**config.mk**
```make
export PLATFORM = sky130hd
export DESIGN_NAME = tile_fp_div_iter
export DESIGN_NICKNAME = d
export VERILOG_FILES = /design/src/rtl/tile_fp_div_iter.sv
export SDC_FILE = /design/constraint.sdc
export NUM_CORES = 1
export LEC_CHECK = 0
export BUFFER_PORTS_ARGS = -buffer_cell sky130_fd_sc_hd__buf_2
export CAP_MARGIN = 10
export CORE_MARGIN = 10
export CORE_UTILIZATION = 30
export DETAILED_ROUTE_END_ITERATION = 8
export PLACE_DENSITY = 0.53
export SLEW_MARGIN = 25
export SYNTH_ARGS = -nofsm -noshare
export SYNTH_HDL_FRONTEND = slang
export SYNTH_SLANG_ARGS = --single-unit
```
**constraint.sdc**
```tcl
create_clock -name clk_line -period 5.49 [get_ports clk_line]
set_clock_uncertainty 0.2 [all_clocks]
set_input_delay 0.549 -clock clk_line [delete_from_list [all_inputs] [get_ports clk_line]]
set_output_delay 0.549 -clock clk_line [all_outputs]
set_load 0.05 [all_outputs]
```
**src/rtl/tile_fp_div_iter.sv**
```systemverilog
// Iterative FP divider: pair-joined operand streams, restoring radix-2 mantissa loop, IEEE status flags.
// Optional FP_DIV_ROUND_NEAREST_EN selects round-to-nearest-even; otherwise the quotient truncates.
module tile_fp_div_iter #(
  parameter int EXP_W = 8,
  parameter int MAN_W = 23,
  parameter int BIAS  = 2**(EXP_W-1)-1,
  localparam int W    = 1+EXP_W+MAN_W
) (
  input  logic         clk_line,
  input  logic         clk_line_rst_high,
  input  logic         a_valid,
  input  logic [W-1:0] a_data,
  input  logic         a_last,
  output logic         a_ready,
  input  logic         b_valid,
  input  logic [W-1:0] b_data,
  output logic         b_ready,
  output logic         q_valid,
  output logic [W-1:0] q_data,
  output logic         q_last,
  output logic [3:0]   q_status,
  input  logic         q_ready,
  output logic         busy
);
  localparam int QW = MAN_W+2;
  localparam int CW = $clog2(QW+1);
  localparam int XW = EXP_W+2;
  localparam logic signed [XW-1:0] E_MAX = XW'(2**EXP_W-1);
  localparam logic [W-1:0] QNAN = {1'b0, {EXP_W{1'b1}}, 1'b1, {(MAN_W-1){1'b0}}};

  typedef enum logic [1:0] {IDLE, ITER, NORM, DONE} state_t;
  typedef struct packed {
    logic             sign;
    logic [EXP_W-1:0] exp;
    logic [MAN_W-1:0] frac;
  } fp_t;

  state_t state, state_nx;
  fp_t    fa, fb;
  logic   fire, sign_in;
  logic   a_zero, a_inf, a_nan, b_zero, b_inf, b_nan;

  logic             sp_hit;
  logic [W-1:0]     sp_data;
  logic [3:0]       sp_st;

  logic             sign_r, last_r;
  logic [EXP_W-1:0] ea_r, eb_r;
  logic [MAN_W:0]   mb_r;
  logic [QW-1:0]    rem, quo, diff;
  logic [CW-1:0]    cnt;
  logic             ge;

  logic signed [XW-1:0] e, e_r;
  logic [MAN_W-1:0]     frac, frac_r;
  logic [W-1:0]         n_data;
  logic [3:0]           n_st;

  assign fa      = a_data;
  assign fb      = b_data;
  assign sign_in = fa.sign ^ fb.sign;
  // subnormals are flushed: a zero exponent means zero regardless of fraction
  assign a_zero  = (fa.exp == '0);
  assign a_inf   = (&fa.exp) && (fa.frac == '0);
  assign a_nan   = (&fa.exp) && (fa.frac != '0);
  assign b_zero  = (fb.exp == '0);
  assign b_inf   = (&fb.exp) && (fb.frac == '0);
  assign b_nan   = (&fb.exp) && (fb.frac != '0);
  assign fire    = (state == IDLE) && a_valid && b_valid;

  always_comb begin
    sp_hit  = 1'b1;
    sp_data = '0;
    sp_st   = '0;
    if (a_nan || b_nan) begin
      sp_data = QNAN;  sp_st = 4'b1000;
    end else if ((a_zero && b_zero) || (a_inf && b_inf)) begin
      sp_data = QNAN;  sp_st = 4'b1000;
    end else if (a_inf) begin
      sp_data = {sign_in, {EXP_W{1'b1}}, {MAN_W{1'b0}}};
    end else if (b_zero) begin
      sp_data = {sign_in, {EXP_W{1'b1}}, {MAN_W{1'b0}}};  sp_st = 4'b0100;
    end else if (a_zero || b_inf) begin
      sp_data = {sign_in, {(W-1){1'b0}}};
    end else begin
      sp_hit = 1'b0;
    end
  end

  // one restoring step; in NORM the same compare yields the bit after the quotient LSB
  assign ge   = (rem >= {1'b0, mb_r});
  assign diff = rem - (ge ? {1'b0, mb_r} : '0);

  always_comb begin
    frac = quo[QW-1] ? quo[QW-2:1] : quo[QW-3:0];
    e    = XW'(ea_r) - XW'(eb_r) + XW'(BIAS) - (quo[QW-1] ? XW'(0) : XW'(1));
`ifdef FP_DIV_ROUND_NEAREST_EN
    begin
      logic g, s, inc, carry;
      g   = quo[QW-1] ? quo[0] : ge;
      s   = quo[QW-1] ? |rem : |diff;
      inc = g & (s | frac[0]);
      {carry, frac_r} = {1'b0, frac} + (MAN_W+1)'(inc);
      e_r = e + XW'(carry);
    end
`else
    frac_r = frac;
    e_r    = e;
`endif
    n_st = '0;
    if (e_r >= E_MAX) begin
      n_data = {sign_r, {EXP_W{1'b1}}, {MAN_W{1'b0}}};  n_st = 4'b0010;
    end else if (e_r[XW-1] || (e_r == '0)) begin
      n_data = {sign_r, {(W-1){1'b0}}};  n_st = 4'b0001;
    end else begin
      n_data = {sign_r, e_r[EXP_W-1:0], frac_r};
    end
  end

  always_ff @(posedge clk_line or posedge clk_line_rst_high) begin
    if (clk_line_rst_high) state <= IDLE;
    else                   state <= state_nx;
  end

  always_comb begin
    state_nx = state;
    case (state)
      IDLE:    if (fire) state_nx = sp_hit ? DONE : ITER;
      ITER:    if (cnt == CW'(QW-1)) state_nx = NORM;
      NORM:    state_nx = DONE;
      DONE:    if (q_ready) state_nx = IDLE;
      default: state_nx = IDLE;
    endcase
  end

  always_comb begin
    a_ready = fire;
    b_ready = fire;
    q_valid = (state == DONE);
    busy    = (state != IDLE);
  end

  always_ff @(posedge clk_line or posedge clk_line_rst_high) begin
    if (clk_line_rst_high) begin
      sign_r <= 1'b0;  last_r <= 1'b0;
      ea_r <= '0;  eb_r <= '0;  mb_r <= '0;
      rem <= '0;  quo <= '0;  cnt <= '0;
      q_data <= '0;  q_last <= 1'b0;  q_status <= '0;
    end else begin
      case (state)
        IDLE: if (fire) begin
          sign_r <= sign_in;
          last_r <= a_last;
          ea_r   <= fa.exp;
          eb_r   <= fb.exp;
          mb_r   <= {1'b1, fb.frac};
          rem    <= {1'b0, 1'b1, fa.frac};
          quo    <= '0;
          cnt    <= '0;
          if (sp_hit) begin
            q_data <= sp_data;  q_status <= sp_st;  q_last <= a_last;
          end
        end
        ITER: begin
          quo <= {quo[QW-2:0], ge};
          rem <= diff << 1;
          cnt <= cnt + 1'b1;
        end
        NORM: begin
          q_data <= n_data;  q_status <= n_st;  q_last <= last_r;
        end
        default: ;
      endcase
    end
  end
endmodule

```
* Word-level counts from Yosys, hierarchy flattened *
Index checks and enable logic that the tools add are counted.

storage, ports and cells
  flip-flop bits (word level) = 136
  bits of input ports = 70
  output and inout bits = 41
  logic and storage cells = 98

cells by class
  add/subtract/negate cells = 5
  magnitude comparators = 2
  equal/unequal tests = 8
  mux-type cells = 41
  bitwise gates (word level) = 1
  reductions and logical operators = 29

operators with widths
  cell                                                   number
  2-to-1 mux 32 bit                                      7
  case mux 25 bit (2 select lines)                       2
  case mux 32 bit (2 select lines)                       1
  2-to-1 mux 31 bit                                      2
  2-to-1 mux 25 bit                                      2
  logical NOT 23 bit                                     2
  nonzero test 23 bit                                    2
  >= comparator 25 x 24 -> 1 bit                         1
  2-to-1 mux 24 bit                                      1
  subtractor 24 bit                                      1
  2-to-1 mux 23 bit                                      1
  logical NOT 8 bit                                      2
  2-to-1 mux 4 bit                                       4
  AND reduction 8 bit                                    2
  adder 9 x 8 -> 10 bit (second input constant)          1
  >= comparator 10 x 9 -> 1 bit (second input constant)  1
  logical NOT 10 bit                                     1
  2-to-1 mux 2 bit                                       5
  case mux 5 bit (2 select lines)                        1
  subtractor 10 x 1 -> 10 bit                            1
  2-to-1 mux 1 bit                                       9
  subtractor 8 x 8 -> 9 bit                              1
  logical AND 1 bit                                      8
  case mux 2 bit (4 select lines)                        1
  other kinds (16)                                       27

* Depth between registers and ports, before layout *
  depth after elaboration = 11
  mapped depth = 20
  gate-level depth less buffers = 20

* Worst setup path before layout *
OpenSTA, ideal clock, no wires.

  path type = register to register
  start = register rem[14]
  end = register rem[23]
  library setup time = 0.137 ns
  data arrival time = 4.172 ns
  data required time = 5.153 ns
  path slack = 0.981 ns
  cell stages (with the launch flop) = 20
  buffers on the path = 2
  period minus slack after synthesis = 4.509 ns
  cells stage by stage = dfrtp_1 -> ha_1 -> a21o_1 -> a211o_1 -> a31oi_1 -> or4_1 -> o211ai_1 -> clkbuf_1 -> nand2_1 -> ha_1 -> clkbuf_1 -> a21oi_1 -> nor2b_1 -> o21ai_0 -> a211o_1 -> a311oi_1 -> a2111oi_0 -> o21bai_1 -> xnor2_1 -> a21oi_1

on the way
  longest elaborated chain between the ends = 4

ends and longest elaborated chain
  what                                  line  RTL
  start, declared                       50    logic [QW-1:0] rem, quo, diff;
  start signal, assigned                157   rem <= {1'b0, 1'b1, fa.frac};
  start signal, assigned                166   rem <= diff << 1;
  >= comparator 25 x 24 -> 1 bit        91    assign ge = (rem >= {1'b0, mb_r});
  2-to-1 mux 24 bit                     92    assign diff = rem - (ge ? {1'b0, mb_r} : '0);
  subtractor 24 bit (*)                 92
  case mux 25 bit (2 select lines) (*)  150   case (state)

Mark *: on every way between the ends. The rest lies on a longest branch, timed or not.
A chain may end at the register's enable or synchronous reset.

* Worst setup path in the final report *
Ends and elaborated chain as after synthesis.

==> results.md <==
* R2R cell count at 19
* N_diodes at 0
* Antenna violations before repair at 1
* Clk root buf: clkbuf_16
* Drt wl/cell at 17.2 um
* Cell area after synthesis at 8240 um2
* Starting DRT DRC Count at 493
* Final nets at 1152
* Yosys reg bits at 136
* Dominant synthesized flop cell: dfrtp_1
* 1st-pass router iterations at 5
* TritonCTS clock tree: done
* DIE AREA at 34500 um2
* Register area share after synthesis at 0.413
* Crit path largest cell delay at 0.53 ns
* Crit-path leading delay family: compound AO/OA/AOI/OAI gates
* CP startpoint: rem[14]$_DFFE_PP0P_
* HPWL after DPL at 17.6 mm
* Via count at 6879
* Slew Limit Fails at 0
* CP Data Arrival Time at 4.86 ns
* Io pins at 111
* Area delta synth->final at 19.1%
* Post-CTS sizing at 0
* IO buf count at 110
* Tot GR Track Use at 0.138
* EDFF count, synth at 0
* First-pass GRT wire length at 37.4 mm
* Final period util at 0.870
* Worst-path clk slew at 0.07 ns
* Crit path to: rem[23]$_DFFE_PP0P_
* Die Width at 186 um
* Final core utilization at 0.363
* WP buf/inv at 2
* Detailed Route WL at 23.4 mm
* Area leader, netlist: dfrtp_1
* Slowest stage cell, crit path: or4_1
* Layout cells sized above 1 at 0.187
* Placement Setup Slack at 0.797 ns
* Max clock buf depth at 2
* Max-slew headroom at 0.313
* Setup violators final at 0
* Final ANT Viol Nets at 0
* Synth Net Count at 1046
* Min Clock Period, post-route at 4.78 ns
* Row cnt at 60
* R2R Setup Slk at 0.71 ns
* Max Freq at 209 MHz
* Std-Cell Core Area at 27000 um2
* Setup Buffers After CTS at 0
* # clock sinks at 136
* Crit path kind: register to register
* Via-to-Cell Ratio at 5.05
* Chip height at 186 um
* Worst slew pin tran at 1.03 ns
* CP max FO at 15
* Final worst setup slack at 0.712 ns
* Starting Density at 0.305
* Ys Warns at 0
* RD Place Congestion at 0.906
* Critical Path RT at 5.57 ns
* Asr flop ratio synth at 1.00
* Min Hold Slack at 0.0474 ns
* Critical Path Stages at 19
* Outcome: completed
* Avg Inst Size Synth at 9.14 um2
* Final global-route overflow total at 0
* H-tree depth at 4
* Worst skew pair latency at 0.43 ns
* CTS Hold Bufs at 0
* CP Cell Sequence: ha_1 > a21o_1 > a211o_1 > a31oi_1 > or4_1 > o211ai_1 > buf_4 > nand2_1 > fa_1 > a21o_1 > a21oi_1 > o21ai_0 > nand3_1 > a311oi_1 > buf_4 > a2111oi_0 > o21bai_1 > xnor2_1 > a21oi_1
* Hold violation total from the final report at 0
* Area contributors post-synth: dfrtp_1 41%, ha_1 11%, nand2_1 6.8%
* Library cells used by synthesis at 62
* Crit start category: register
* R2R Path Start: rem[14]$_DFFE_PP0P_
* Syn Inst Count at 902
* Worst Hold Class: input port to async pin
* RSZ-0062 raised after global routing: no
* Kind of end point of the critical path: register
* Reg-to-Reg End: rem[23]$_DFFE_PP0P_
* Most common cell in the synthesized netlist: nand2_1
* Cts bufs inserted at 17
* Max Cap Viol at 0
* Synth top cells by count: 149 x nand2_1, 136 x dfrtp_1, 76 x o21ai_0, 71 x ha_1, 61 x inv_1
* Top-area cell type share of the netlist area at 0.413
* Vias in the first global route at 6827
* Largest net degree at the start of global routing at 82
* DRC viols at 0
* TNS Setup at 0 ns
worst register-to-register path: stages, from the launching register on:
cell and delay, ns:
dfrtp_1 0.40, ha_1 0.31, a21o_1 0.12, a211o_1 0.14, a31oi_1 0.06, or4_1 0.53
o211ai_1 0.25, buf_4 0.28, nand2_1 0.13, fa_1 0.44, a21o_1 0.17, a21oi_1 0.23
o21ai_0 0.19, nand3_1 0.16, a311oi_1 0.10, buf_4 0.16, a2111oi_0 0.39, o21bai_1 0.15
xnor2_1 0.15, a21oi_1 0.08
placed cells by master, fill, tap and decap left out, types with 14 or more instances in the layout:
cell type,count
a22o_1,25
o21ai_2,20
a21o_1,18
mux2i_1,25
a21oi_1,40
xnor2_1,18
nor4_1,15
xor2_1,14
o21ai_0,76
nand4_1,15
ha_1,71
dfrtp_1,136
clkbuf_16,17
nor2_1,52
nand2_1,149
buf_2,110
inv_1,59
worst min-delay path by stage:
stage                           from               endpoint  slack [ns]
6_report           clk_line_rst_high    mb_r[6]$_DFFE_PP0P_        0.05
5_1_grt            clk_line_rst_high     rem[6]$_DFFE_PP0P_        0.13
4_1_cts            clk_line_rst_high    rem[16]$_DFFE_PP0P_         0.1
3_5_place_dp   q_data[9]$_DFFE_PP0P_  q_data[9]$_DFFE_PP0P_        0.26
3_3_place_gp    mb_r[23]$_DFFE_PP0P_   mb_r[23]$_DFFE_PP0P_        0.25
2_1_floorplan   mb_r[23]$_DFFE_PP0P_   mb_r[23]$_DFFE_PP0P_        0.24
state kept, by name (all words and copies together), names as in the netlist:
signal / flops
rem: 25
state: 2
quo: 25
q_status: 4
last_r: 1
ea_r: 8
q_data: 32
q_last: 1
eb_r: 8
sign_r: 1
cnt: 5
mb_r: 24
routing by layer:
layer,global-route usage,part of all wire,up-vias
li1,-,-,3424
met1,0.182,0.47,3269
met2,0.220,0.46,165
met3,0.0312,0.052,19
met4,0.0426,0.012,2
met5,0,0.00051,-
metrics by stage:
stage | area, um2 | std cells
2_1_floorplan | 8240 | 902
3_3_place_gp | 9190 | 1330
3_5_place_dp | 9190 | 1330
4_1_cts | 9820 | 1362
5_1_grt | 9820 | 1362
6_report | 9820 | 1362
final cells by class:
class / instances / area (um2)
clock inverter: 15 / 204
clock buffer: 17 / 425
timing repair buffer: 123 / 648
multi-input combinational: 668 / 4470
fill: 2794 / 17200
tap: 341 / 427
sequential: 136 / 3400
inverter: 62 / 238
logic make-up (layout without fill, tap and decap cells):
family	count (synthesis)	after routing	share of synthesized area
compound gates	260	260	0.211
fa+ha+maj	74	74	0.115
simple gates	276	276	0.148
xor+xnor	33	33	0.0360
flops	136	136	0.413
buf+inv	98	217	0.0469
mux	25	25	0.0304
Power is not shown: default switching activity piles up to over one toggle a cycle in this logic, so the estimate is an artifact.
